==> config.mk <==
export PLATFORM = sky130hd
export DESIGN_NAME = rmii_frame_rx
export DESIGN_NICKNAME = d
export VERILOG_FILES = /design/src/rtl/rmii_frame_rx.sv
export SDC_FILE = /design/constraint.sdc
export NUM_CORES = 1
export LEC_CHECK = 0
export ABC_AREA = 0
export CORE_ASPECT_RATIO = 1.1
export CORE_UTILIZATION = 39
export CTS_CLUSTER_DIAMETER = 120
export DETAILED_ROUTE_END_ITERATION = 12
export HOLD_SLACK_MARGIN = 0.12
export PLACE_DENSITY = 0.63
export SLEW_MARGIN = 10
export SYNTH_ARGS = -nofsm -noshare
export SYNTH_HDL_FRONTEND = slang
export SYNTH_SLANG_ARGS = --single-unit
==> constraint.sdc <==
create_clock -name clk -period 2.05 [get_ports clk]
set_clock_uncertainty 0.15 [all_clocks]
set_input_delay 0.5125 -clock clk [delete_from_list [all_inputs] [get_ports clk]]
set_output_delay 0.5125 -clock clk [all_outputs]
set_load 0.02 [all_outputs]
==> src/rtl/rmii_frame_rx.sv <==
// RMII receive framer: preamble/SFD detection, dibit-to-byte assembly,
// CRC-32 residue check and per-frame length/error reporting.
module rmii_frame_rx #(
  parameter int unsigned MIN_LEN = 64,
  parameter int unsigned MAX_LEN = 1518
) (
  input  logic        clk,
  input  logic        rst_n,
  input  logic        crs_dv,
  input  logic        rx_er,
  input  logic [1:0]  rx_d,
  output logic [7:0]  data_o,
  output logic        valid_o,
  output logic        sof_o,
  output logic        eof_o,
  output logic        fcs_ok_o,
  output logic        err_o,
  output logic [10:0] frame_len_o
);

  localparam int unsigned LEN_W = 11;
  localparam int unsigned CRC_W = 32;
  localparam int unsigned PRE_W = 4;

  localparam logic [LEN_W-1:0] LEN_SAT     = '1;
  localparam logic [LEN_W-1:0] MIN_LEN_C   = LEN_W'(MIN_LEN);
  localparam logic [LEN_W-1:0] MAX_LEN_C   = LEN_W'(MAX_LEN);
  localparam logic [CRC_W-1:0] CRC_INIT    = 32'hFFFF_FFFF;
  localparam logic [CRC_W-1:0] CRC_POLY    = 32'hEDB8_8320;
  localparam logic [CRC_W-1:0] CRC_RESIDUE = 32'hDEBB_20E3;
  localparam logic [PRE_W-1:0] PRE_SAT     = 4'd15;
  localparam logic [PRE_W-1:0] PRE_MIN     = 4'd4;

  typedef enum logic [1:0] {IDLE, PREAMBLE, DATA, DROP} state_t;

  state_t           state_q, state_d;
  logic [PRE_W-1:0] pre_cnt_q, pre_cnt_d;
  logic [1:0]       phase_q, phase_d;
  logic [5:0]       shift_q, shift_d;
  logic [LEN_W-1:0] byte_cnt_q, byte_cnt_d;
  logic [CRC_W-1:0] crc_q, crc_d;
  logic             err_flag_q, err_flag_d;
  logic             report_q, report_d;
  logic [7:0]       data_d;
  logic             valid_d, sof_d, eof_d, fcs_ok_d, err_d;
  logic [LEN_W-1:0] frame_len_d;
  logic [7:0]       byte_nxt;

  // Reflected CRC-32, one byte LSB first.
  function automatic logic [CRC_W-1:0] crc_update(input logic [CRC_W-1:0] crc,
                                                  input logic [7:0] b);
    logic [CRC_W-1:0] c;
    c = crc;
    for (int i = 0; i < 8; i++) begin
      if (c[0] ^ b[i]) c = (c >> 1) ^ CRC_POLY;
      else             c = c >> 1;
    end
    return c;
  endfunction

  assign byte_nxt = {rx_d, shift_q};

  always_ff @(posedge clk or negedge rst_n) begin
    if (!rst_n) begin
      state_q     <= DROP;
      pre_cnt_q   <= '0;
      phase_q     <= '0;
      shift_q     <= '0;
      byte_cnt_q  <= '0;
      crc_q       <= CRC_INIT;
      err_flag_q  <= 1'b0;
      report_q    <= 1'b0;
      data_o      <= '0;
      valid_o     <= 1'b0;
      sof_o       <= 1'b0;
      eof_o       <= 1'b0;
      fcs_ok_o    <= 1'b0;
      err_o       <= 1'b0;
      frame_len_o <= '0;
    end else begin
      state_q     <= state_d;
      pre_cnt_q   <= pre_cnt_d;
      phase_q     <= phase_d;
      shift_q     <= shift_d;
      byte_cnt_q  <= byte_cnt_d;
      crc_q       <= crc_d;
      err_flag_q  <= err_flag_d;
      report_q    <= report_d;
      data_o      <= data_d;
      valid_o     <= valid_d;
      sof_o       <= sof_d;
      eof_o       <= eof_d;
      fcs_ok_o    <= fcs_ok_d;
      err_o       <= err_d;
      frame_len_o <= frame_len_d;
    end
  end

  always_comb begin
    state_d     = state_q;
    pre_cnt_d   = pre_cnt_q;
    phase_d     = phase_q;
    shift_d     = shift_q;
    byte_cnt_d  = byte_cnt_q;
    crc_d       = crc_q;
    err_flag_d  = err_flag_q;
    report_d    = report_q;
    data_d      = data_o;
    valid_d     = 1'b0;
    sof_d       = 1'b0;
    eof_d       = 1'b0;
    fcs_ok_d    = fcs_ok_o;
    err_d       = err_o;
    frame_len_d = frame_len_o;

    case (state_q)
      IDLE: begin
        if (crs_dv && rx_d == 2'b01) begin
          state_d   = PREAMBLE;
          pre_cnt_d = 4'd1;
        end else if (crs_dv && rx_d[1]) begin
          state_d  = DROP;
          report_d = 1'b0;
        end
      end

      PREAMBLE: begin
        if (crs_dv && !rx_er && rx_d == 2'b01) begin
          if (pre_cnt_q != PRE_SAT) pre_cnt_d = pre_cnt_q + 4'd1;
        end else if (crs_dv && !rx_er && rx_d == 2'b11 && pre_cnt_q >= PRE_MIN) begin
          state_d    = DATA;
          phase_d    = '0;
          byte_cnt_d = '0;
          crc_d      = CRC_INIT;
          err_flag_d = 1'b0;
        end else begin
          state_d  = DROP;
          report_d = 1'b0;
        end
      end

      // Reporting drop keeps assembling and counting so the length stays exact.
      DATA, DROP: begin
        if (state_q == DROP && !report_q) begin
          if (!crs_dv) state_d = IDLE;
        end else if (!crs_dv) begin
          state_d     = IDLE;
          report_d    = 1'b0;
          eof_d       = 1'b1;
          frame_len_d = byte_cnt_q;
          err_d       = err_flag_q || (phase_q != 2'd0) ||
                        (byte_cnt_q < MIN_LEN_C) || (byte_cnt_q > MAX_LEN_C);
          fcs_ok_d    = (crc_q == CRC_RESIDUE) && (phase_q == 2'd0);
        end else begin
          shift_d = byte_nxt[7:2];
          phase_d = phase_q + 2'd1;
          if (rx_er) err_flag_d = 1'b1;
          if (phase_q == 2'd3) begin
            crc_d = crc_update(crc_q, byte_nxt);
            if (byte_cnt_q != LEN_SAT) byte_cnt_d = byte_cnt_q + 11'd1;
            if (byte_cnt_q >= MAX_LEN_C) begin
              err_flag_d = 1'b1;
              state_d    = DROP;
              report_d   = 1'b1;
            end else if (state_q == DATA) begin
              data_d  = byte_nxt;
              valid_d = 1'b1;
              sof_d   = (byte_cnt_q == '0);
            end
          end
        end
      end

      default: state_d = DROP;
    endcase
  end

endmodule
# Yosys cells after proc, flatten, opt, wreduce, memory -nomap -nowiden
# Index checks and enable logic that the tools add are counted.
[totals]
register_bits = 83
input_bits = 6
output_inout_bits = 24
word_cells = 195
[op_classes]
n_addsub = 3
magnitude_cmp = 4
n_eq_ne = 25
n_mux = 100
n_bitwise = 19
n_reduce_logical = 29
[op_table]
columns = ["op", "count"]
rows = [
  ["two-way mux 32 bit", 41],
  ["inverter 13 -> 14 bit", 8],
  ["two-way mux 11 bit", 6],
  ["case mux 32 bit (2 select lines)", 1],
  ["equality test 32 bit (second input constant)", 1],
  ["two-way mux 1 bit", 31],
  ["two-way mux 2 bit", 12],
  ["!= test 2 bit (second input constant)", 12],
  ["case mux 11 bit (2 select lines)", 1],
  ["AND reduction 7 bit", 2],
  ["two-way mux 4 bit", 3],
  ["!= test 3 bit (second input constant)", 4],
  ["AND reduction 6 bit", 2],
  ["adder 11 x 1 -> 11 bit (second input constant)", 1],
  [">= comparator 11 bit (second input constant)", 1],
  ["greater-than comparator 11 bit (second input constant)", 1],
  ["zero test 11 bit", 1],
  ["< comparator 11 x 7 -> 1 bit (second input constant)", 1],
  ["!= test 11 bit (second input constant)", 1],
  ["AND reduction 5 bit", 2],
  ["equality test 2 bit (second input constant)", 4],
  ["logical AND 1 bit", 8],
  ["case mux 4 bit (2 select lines)", 1],
  ["XOR 1 bit", 8],
  ["other kinds (17)", 27],
]

# Depth between registers and ports, before layout
[depth]
ltp_word = 48
depth_mapped = 8
ltp_nobuf = 6

# Worst setup path before layout
# OpenSTA, ideal clock, no wires.
[synth_path]
kind = "reg2reg"
start = "register state_q[1]"
end = "register crc_q[31]"
setup_ps = 78
arrival_time_ps = 1986
required_ps = 1822
setup_slack_ps = -165
stages_incl_launch_ff = 9
path_buffers = 3
synth_period_minus_slack_ps = 2215
cell_sequence = "dfstp_2 buf_2 and2_1 clkbuf_1 nand2_1 a22oi_2 clkbuf_1 nor2_1 a31oi_1"
[synth_via]
elab_chain_cells = 4
word_cells_on_any_way = 13
classes_between = "8 x eq/ne; 1 x mux; 4 x reduce/logical"
[synth_lines]
columns = ["element", "line_no", "rtl"]
rows = [
  ["start, declared", "36", "state_t state_q, state_d;"],
  ["start signal, assigned", "81", "state_q <= state_d;"],
  ["equality test 2 bit, on equally long branches", "116, 144", ""],
  ["OR reduction 2 bit / logical AND 1 bit (equally long branches)", "116, 144", ""],
  ["!= test 2 bit (no source line) / nonzero test 2 bit (equally long branches)", "--", ""],
  ["AND reduction 6 bit (no source line)", "--", ""],
  ["end signal, assigned", "86", "crc_q <= crc_d;"],
  ["end, declared", "41", "logic [CRC_W-1:0] crc_q, crc_d;"],
]
# Several ways; a longest one is shown, not always the timed one.
# A chain may end at the register's enable or synchronous reset.

# Final worst setup path
[layout_path]
start = "register state_q[0]"
end = "register byte_cnt_q[3]"
[layout_via]
elab_chain_cells = 4
word_cells_on_any_way = 14
classes_between = "9 x eq/ne; 1 x mux; 4 x reduce/logical"
[layout_lines]
columns = ["element", "line_no", "rtl"]
rows = [
  ["equality test 2 bit, on equally long branches", "116, 144", ""],
  ["OR reduction 2 bit / logical AND 1 bit (equally long branches)", "116, 144", ""],
  ["!= test 2 bit (no source line) / nonzero test 2 bit (equally long branches)", "--", ""],
  ["AND reduction 7 bit (no source line)", "--", ""],
  ["end signal, assigned", "85", "byte_cnt_q <= byte_cnt_d;"],
  ["end, declared", "40", "logic [LEN_W-1:0] byte_cnt_q, byte_cnt_d;"],
]
# Several ways; a longest one is shown, not always the timed one.

==> impl_metrics.toml <==
[yosys]
synth-simple-area-share_pct = 12.2
synth_xor_area_share_pct = 15.9
yosys.area.top_type = "dfrtp_1"
synth_cells = 417
synth.cell_area_um2 = 4410
synth_top_area_share_pct = 27.8
muxShareOfSynthArea_pct = 4.31
synth-main-ff-cell = "dfrtp_1"
synth_most_common_cell = "xnor2_1"
synthAdderAreaFrac_pct = 1.42
synth-edff-count = 0
yosysSeqAreaShare_pct = 48.1
synth-compound-area-share_pct = 14.9
ys.warnings.count = 0
ys_top_cells_by_area = "dfrtp_1 28%, dfstp_2 20%, xnor2_1 10%"
syn-num-nets = 428
yosysUniqueCellTypes = 49
ys_ff_latch = 83
synth_top_family_by_area = "XOR/XNOR gates"
syn_avg_cell_area_um2 = 10.6
async_reset_ff_share_pct = 100
synth_commonest_cells = "51 x xnor2_1, 49 x dfrtp_1, 44 x nand2_1, 34 x dfstp_2, 25 x nor2_1"

[hold_path]
hold_path_class = "flop to flop"
hold_path_end = "fcs_ok_o"
holdPathStages = 2
min_from = "fcs_ok_o"

[worst_setup_path]
crit_type = "flop to flop"
slowest_stage = "dfstp_2"
regToRegEndpoint = "byte_cnt_q[3]"
r2r_cells = 6
crit_path_start = "state_q[0]"
path_max_fanout = 4
cp.arrival_ns = 2.12
path_cells = "and4b_2 -> a32oi_4 -> buf_4 -> or4_1 -> nand2_1 -> a22o_1"
start_kind = "flop"
crit_path_end_kind = "flop"
critPathRequiredTime_ns = 2.17
slowest_delay_ns = 0.53
r2r_setup_slack_ns = 0.05
r2r-start = "state_q[0]"

[global_route]
grt_pass1_wl_um = 17300
grt_max_degree = 47
grt_overflow = 0
grt_pass1_vias = 3389
grtUsageTotal_pct = 19.4
antenna_found_initial = 0

[power]
power.density_nw_per_um2 = 1980
total_power_mw = 11.6
ir_worst_vdd_mv = 1.46
p_leak_nw = 2.48

[timing]
slew_headroom_pct = 69.9
setup_tns_ns = 0
final-setup-viol-count = 0
drv_slew = 0
fin_crit_ns = 2.00
tightest_slew_ns = 0.448
holdWs_ns = 0.331
fin_crit_sh_pct = 97.6
fmax_mhz = 500
hold_viol = 0

[status]
outcome = "completed"

[finish]
n_antenna_cell = 0
fillers = 950
drive_gt1_share_pct = 31.8
num-nets-final = 519
fin_area_um2 = 5870
syn_to_final_growth_pct = 33.1

[routing]
vias_per_cell = 5.27
route.detailed.wl_per_inst_um = 16.5
drc = 0
drtIter0Drc = 197
vias = 3476
drt_wl_total_um = 10900
first_pass_iters = 5
postRouteAntennaNets = 0

[flow_run]
cap_violations = 0

[floorplan]
io_pins = 30
die_area_um2 = 11700
initial_core_util_pct = 40.2
die_w_um = 103
die_h_um = 114
num_rows = 40
core_area_um2 = 11000

[cts]
cts_buffers = 9
clock-sinks = 83
path_clk_slew_ns = 0.06
htree_levels = 3
cts_root_buffer = "clkbuf_16"
clockBufferDepth = 2
insertion_delay_ns = 0.34
cts_tree = "done"

[place]
place.gp.congestion = 0.910
dp_hpwl_um = 7490
placed_area_um2 = 5340
portBuffers = 29
-- state kept, by name, summed over array words and instances, names as in the netlist --
name and count:
byte_cnt_q 11, crc_q 32, data_o 8, eof_o 1
err_flag_q 1, err_o 1, fcs_ok_o 1, frame_len_o 11
phase_q 2, pre_cnt_q 4, report_q 1, shift_q 6
sof_o 1, state_q 2, valid_o 1
-- stage by stage --
step	utilization [%]	cells	setup WS, ns
global placement	48.7	633	-0.541
detailed placement	48.7	633	-0.547
finish	53.5	660	0.0489
global route	53.5	660	-0.0237
CTS	52.4	653	0.00821
floorplan	-	417	0.0152
-- worst max path at each step --
stage / endpoint / slack, ns / cells past startpoint
after CTS: byte_cnt_q[2] / 0.008 / 6
final: byte_cnt_q[3] / 0.05 / 6
after global placement: crc_q[20] / -0.54 / 8
after detailed placement: crc_q[29] / -0.55 / 7
after floorplan: byte_cnt_q[8] / 0.02 / 6
after global routing: byte_cnt_q[2] / -0.02 / 7
-- layout by cell type (no fill, tap or decap), types with 4 or more instances in the layout --
| master | n |
|---|---|
| buf_4 | 68 |
| dfrtp_1 | 49 |
| xnor2_1 | 48 |
| nand2_1 | 43 |
| dfstp_2 | 34 |
| nor2_1 | 25 |
| clkdlybuf4s50_1 | 24 |
| o21ai_0 | 18 |
| a31oi_1 | 18 |
| o22a_1 | 18 |
| mux2_2 | 16 |
| xor2_1 | 16 |
| a21oi_1 | 14 |
| inv_1 | 11 |
| clkbuf_16 | 10 |
| a22o_1 | 7 |
| nand3_1 | 6 |
| nand4b_1 | 5 |
| buf_12 | 5 |
| or4_1 | 4 |
| xnor2_2 | 4 |
| ha_1 | 4 |
| clkbuf_1 | 4 |
-- logic make-up (layout without fill, tap and decap cells) --
| kind of cell | count (synthesis) | count (layout) |
|---|---|---|
| xor+xnor | 72 | 72 |
| simple gates | 110 | 110 |
| fa+ha+maj | 5 | 5 |
| buf+inv | 35 | 131 |
| mux | 17 | 17 |
| compound gates | 95 | 95 |
| flops | 83 | 83 |
-- timing repair --
action | CTS | global route
hold endpoints to repair | 8 | 0
resized for setup | 13 | 12
hold buffers | 1 | 0
cloned | 0 | 1
endpoints found under the setup margin | 36 | 30
pin swaps | 4 | 6
buffers inserted | 3 | 6
-- critical path, delay by kind of cell (launching register included) --
family	cells	cell delay (ns)
AOI/OAI and AO/OA	2	0.27
DFF	1	0.53
and+or+nand+nor	3	0.82
buffers and inverters	1	0.17
-- per-layer routing --
metal  track usage (%)  wire length (um)  up-vias
li1                  -                 -     1657
met3              4.35               360       23
met2              32.0              5330       86
met4              6.57               261        0
met5                 0                 0        -
met1              25.0              4920     1710
-- area by class of cell --
type	count	area (um2)	share of cell area (%)
Tap cell	147	184	3.13
Clock inverter	2	60.1	1.02
Timing Repair Buffer	104	940	16.0
Inverter	11	41.3	0.704
Multi-Input combinational cell	299	2270	38.7
Clock buffer	14	254	4.33
Sequential cell	83	2120	36.1
-- where the power goes --
part / total (mW) / internal [mW] / switching [mW]
registers: 2.93 / 2.38 / 0.550
logic: 6.93 / 3.59 / 3.34
clock network: 1.74 / 1.10 / 0.637
No activity file was read; power rests on OpenSTA's default activity.
